`src/rtl/interrupt_controller.sv`:
```
// interrupt_controller: synchronised, edge-latched, masked fixed-priority IRQ arbiter for the sequencer.
// Optional macro IRQ_OVERRUN_DETECT_EN adds sticky per-line irq_overrun flags.
module interrupt_controller #(
  parameter int NUM_IRQ     = 8,
  parameter int SYNC_STAGES = 2
) (
  input  logic               clk,
  input  logic               arst_n,
  input  logic [NUM_IRQ-1:0] irq_in,
  input  logic [7:0]         z_bus,
  input  logic               ctrl_irq_masks_wrt,
  input  logic               ctrl_int_ack,
  input  logic               ctrl_clear_all_ints,
  output logic               int_pending,
  output logic [2:0]         int_vector,
  output logic [NUM_IRQ-1:0] irq_masks,
  output logic [NUM_IRQ-1:0] irq_status
`ifdef IRQ_OVERRUN_DETECT_EN
  ,
  output logic [NUM_IRQ-1:0] irq_overrun
`endif
);
  typedef enum logic [1:0] {S_IDLE, S_REQ, S_GAP} state_t;
  state_t state;
  logic [NUM_IRQ-1:0] sync_q [SYNC_STAGES];
  logic [NUM_IRQ-1:0] prev, edge_det, mask_eff, active, vec_hot, clr;
  logic [2:0] sel;
  logic ack;
  assign edge_det = sync_q[SYNC_STAGES-1] & ~prev;
  // a mask written this cycle already governs this cycle's arbitration
  assign mask_eff = ctrl_irq_masks_wrt ? irq_masks : z_bus[NUM_IRQ-1:0];
  assign active   = irq_status & mask_eff;
  assign vec_hot  = NUM_IRQ'(1) << int_vector;
  assign ack      = ctrl_int_ack && state == S_REQ;
  assign clr      = ctrl_clear_all_ints ? '1 : ack ? vec_hot : '0;
  always_comb begin
    sel = '0;
    for (int i = NUM_IRQ - 1; i >= 0; i--)
      if (active[i]) sel = 3'(i);
  end
  always_ff @(posedge clk or negedge arst_n)
    if (!arst_n) begin
      for (int s = 0; s < SYNC_STAGES; s++) sync_q[s] <= '0;
      prev       <= '0;
      irq_status <= '0;
      irq_masks  <= '0;
    end else begin
      sync_q[0] <= irq_in;
      for (int s = 1; s < SYNC_STAGES; s++) sync_q[s] <= sync_q[s-1];
      prev       <= sync_q[SYNC_STAGES-1];
      irq_status <= (irq_status & ~clr) | edge_det;
      if (!ctrl_irq_masks_wrt) irq_masks <= z_bus[NUM_IRQ-1:0];
    end
  // the granted vector stays frozen in S_REQ; no re-arbitration until the request ends
  always_ff @(posedge clk or negedge arst_n)
    if (!arst_n) begin
      state       <= S_IDLE;
      int_pending <= 1'b0;
      int_vector  <= '0;
    end else begin
      case (state)
        S_IDLE: if (|active) begin
          int_vector  <= sel;
          state       <= S_REQ;
          int_pending <= 1'b1;
        end
        S_REQ: if (ctrl_int_ack) begin
          state       <= S_GAP;
          int_pending <= 1'b0;
        end else if (ctrl_clear_all_ints || !(|(active & vec_hot))) begin
          state       <= S_IDLE;
          int_pending <= 1'b0;
        end
        default: begin
          state       <= S_IDLE;
          int_pending <= 1'b0;
        end
      endcase
    end
`ifdef IRQ_OVERRUN_DETECT_EN
  always_ff @(posedge clk or negedge arst_n)
    if (!arst_n) irq_overrun <= '0;
    else irq_overrun <= ctrl_clear_all_ints ? '0 : irq_overrun | (edge_det & irq_status & ~clr);
`endif
endmodule

```
`config.mk`:
```
export PLATFORM = sky130hd
export DESIGN_NAME = interrupt_controller
export DESIGN_NICKNAME = d
export VERILOG_FILES = /design/src/rtl/interrupt_controller.sv
export SDC_FILE = /design/constraint.sdc
export NUM_CORES = 1
export LEC_CHECK = 0
export BUFFER_PORTS_ARGS = -buffer_cell sky130_fd_sc_hd__clkbuf_2
export CORE_MARGIN = 4
export CORE_UTILIZATION = 40
export CTS_CLUSTER_SIZE = 20
export DETAILED_ROUTE_END_ITERATION = 12
export GPL_TIMING_DRIVEN = 0
export PLACE_DENSITY_LB_ADDON = 0.2
export SLEW_MARGIN = 20
export SYNTH_ARGS = -nofsm -noshare
export SYNTH_HDL_FRONTEND = slang
export SYNTH_SLANG_ARGS = --single-unit
export TNS_END_PERCENT = 30
```
`constraint.sdc`:
```
create_clock -name clk -period 2.85 [get_ports clk]
set_input_delay 0.1425 -clock clk [delete_from_list [all_inputs] [get_ports clk]]
set_output_delay 0.1425 -clock clk [all_outputs]
set_load 0.05 [all_outputs]
```
==> flow_metrics.env <==
export IMPL_status="complete, no violations"
export IMPL_die_area_um2=5274
export IMPL_dp_slack_ns=1.216
export IMPL_cts_tree="built"
export IMPL_p_clk_frac=0.224
export IMPL_synth_area_um2=1670
export IMPL_mostFrequentLayoutCells="dfrtp_1, clkbuf_2, inv_1"
export IMPL_path_clk_slew_ns=0.08
export IMPL_die_w_um=72.62
export IMPL_track_usage=0.1316
export IMPL_yosysTopAreaCellShare=0.6742
export IMPL_required_ns=3.08
export IMPL_wl_per_cell_um=14.17
export IMPL_clock_latency_ns=0.29
export IMPL_pwr_share_seq=0.472
export IMPL_clockBufferDepth=2
export IMPL_power_leakage_uw=0.001010
export IMPL_ir_drop_mv=0.3621
export IMPL_cp_slowest_cell="mux4_2"
export IMPL_htree_levels=2
export IMPL_overflow=0
export IMPL_drv_slew=0
export IMPL_hold_viol=0
export IMPL_drt_initial_drc_count=132
export IMPL_placed_cells=205
export IMPL_io_pins=41
export IMPL_ant_nets=0
export IMPL_crit_type="reg2reg"
export IMPL_gp_congestion=0.8636
export IMPL_num_rows=23
export IMPL_fin_cells=222
export IMPL_cp_max_fo=8
export IMPL_clkSinkCount=45
export IMPL_switching_share=0.3696
export IMPL_netlist_top_cells_area="dfrtp_1, mux2_4, mux4_2"
export IMPL_start_util=0.4146
export IMPL_fin_crit_sh=0.5762
export IMPL_relSlewSlack=0.6335
export IMPL_hpwl_mm=2.275
export IMPL_port_buffers=39
export IMPL_diodes=0
export IMPL_yosysTopAreaCell="dfrtp_1"
export IMPL_p_switching_uw=609.8
export IMPL_cap_violations=0
export IMPL_tightest_slew_ns=0.5497
export IMPL_cts_made_buffers=5
export IMPL_syn_inst=116
export IMPL_antenna_found_initial=0
export IMPL_fmax_mhz=609.0
export IMPL_min_period_ns=1.642
export IMPL_startpoint_type="flop"
export IMPL_drc=0
export IMPL_whs_ns=0.1045
export IMPL_hp_class="in2reg"
export IMPL_p_comb_frac=0.304
export IMPL_slowest_delay_ns=0.52
export IMPL_fin_nets=192
export IMPL_crit_chain="inv_1 -> mux4_2 -> mux2_2 -> o21ai_2"
export IMPL_grt_max_degree=46
export IMPL_firstDrtPassIters=4
export IMPL_synth_nets=137
export IMPL_synth_warnings=0
export IMPL_tns_ns=0
export IMPL_power_density_nw_per_um2=784.3
export IMPL_grt_pass1_vias=1113
export IMPL_drive_gt1_frac=0.3837
export IMPL_layout_commonest_cell="dfrtp_1"
export IMPL_routed_wl_mm=3.145
export IMPL_die_h_um=72.62
export IMPL_cp_data_arrival_time_ns=1.87
export IMPL_vias_per_cell=5.036
export IMPL_synth_avg_cell_area_um2=14.40
export IMPL_ys_seq_area_frac=0.6742
export IMPL_ys_types=28
export IMPL_rsz0062_at_grt="no"
export IMPL_vias=1118
export IMPL_core_area_um2=4029
export IMPL_crit_family="multiplexers"
export IMPL_postCtsHoldBufs=8
export IMPL_finClkSkew_ns=0.008918
export IMPL_postCtsSetupRepairBufs=0
export IMPL_yosys_register_bits=45
export IMPL_cp_num_buf_inv=1
export IMPL_setup_slack_ns=1.208
export IMPL_grt_pass1_wl_mm=5.299
export IMPL_cts_resized=0
export IMPL_synthToLayoutAreaGrowth_pct=25.92
export IMPL_internal_power_uw=1040
export IMPL_finalSetupViolations=0
export IMPL_cts_root_buffer="clkbuf_8"
export IMPL_end_kind="flop"
==> final timing paths <==
kind	from	to	slack, ns	depth (start not counted)
min in group asynchronous	arst_n	irq_masks[1]$_DFF_PN0_	0.38	2
setup / recovery	int_vector[1]$_DFFE_PN0P_	state[0]$_DFFE_PN0P_	1.21	4
setup reg to reg	int_vector[1]$_DFFE_PN0P_	state[0]$_DFFE_PN0P_	1.21	4
hold reg to reg	sync_q[12]$_DFF_PN0_	sync_q[4]$_DFF_PN0_	0.35	0
hold / removal	z_bus[3]	irq_masks[3]$_DFF_PN0_	0.10	2
max in group asynchronous	arst_n	sync_q[13]$_DFF_PN0_	2.09	2
==> power by group through the flow <==
stage	Combinational, uW	Clock (uW)	Sequential (uW)
floorplan	192	0	955
global placement	483	0	788
detailed placement	495	0	792
CTS	505	384	779
global route	537	413	790
finish	501	370	779
==> layer usage <==
layer / wire length (um) / up-vias / track usage
met5: 0 / - / 0
met4: 69 / 0 / 0.05328
met3: 275 / 8 / 0.05096
met2: 1548 / 49 / 0.2104
met1: 1253 / 535 / 0.1597
li1: - / 526 / -
==> state kept, by name, indices dropped and copies added, names as in the netlist <==
name / flops
int_vector: 3
irq_masks: 8
irq_status: 8
prev: 8
state: 2
sync_q: 16
==> worst reg2reg max path, delay by kind of cell (launching register included) <==
kind	cells	cell delay (ns)
multiplexers	2	0.81
flip-flops	1	0.46
buffers and inverters	1	0.19
AO/OA/AOI/OAI	1	0.12
==> cells by family (layout without fill, tap and decap cells) <==
family | Yosys count | after routing | synth area share
simple gates | 25 | 25 | 0.08466
mux | 12 | 12 | 0.1116
buf+inv | 13 | 69 | 0.03371
flops | 45 | 45 | 0.6742
compound gates | 21 | 21 | 0.09588
==> synthesized netlist by cell type, drive strengths merged <==
library cell and n:
dfrtp 45, inv 11, nand2 11, mux2 9, o21ai 6, a32o 4, nand3 4, nand4 3
o211ai 3, o311ai 3, a21oi 2, mux4 2, nor2 2, a222oi 1, a32oi 1, and2 1
and3b 1, buf 1, clkbuf 1, mux2i 1, nand3b 1, nor2b 1, o2bb2ai 1, or4b 1
==> through the flow <==
stage               power, uW  cell area (um2)  utilization
global route             1741             2103       0.5221
global placement         1271             1928       0.4786
CTS                      1667             2091       0.5189
finish                   1650             2103       0.5221
floorplan                1147             1670            -
detailed placement       1286             1928       0.4786
==> final cells by class <==
class	count	area [um2]
Fill cell	354	1926
Sequential cell	45	1126
Multi-Input combinational cell	58	488.0
Timing Repair Buffer	48	287.8
Clock buffer	6	72.57
Tap cell	50	62.56
Inverter	11	41.29
Buffer	2	15.01
Clock inverter	2	10.01
No activity file was read; power rests on OpenSTA's default activity.
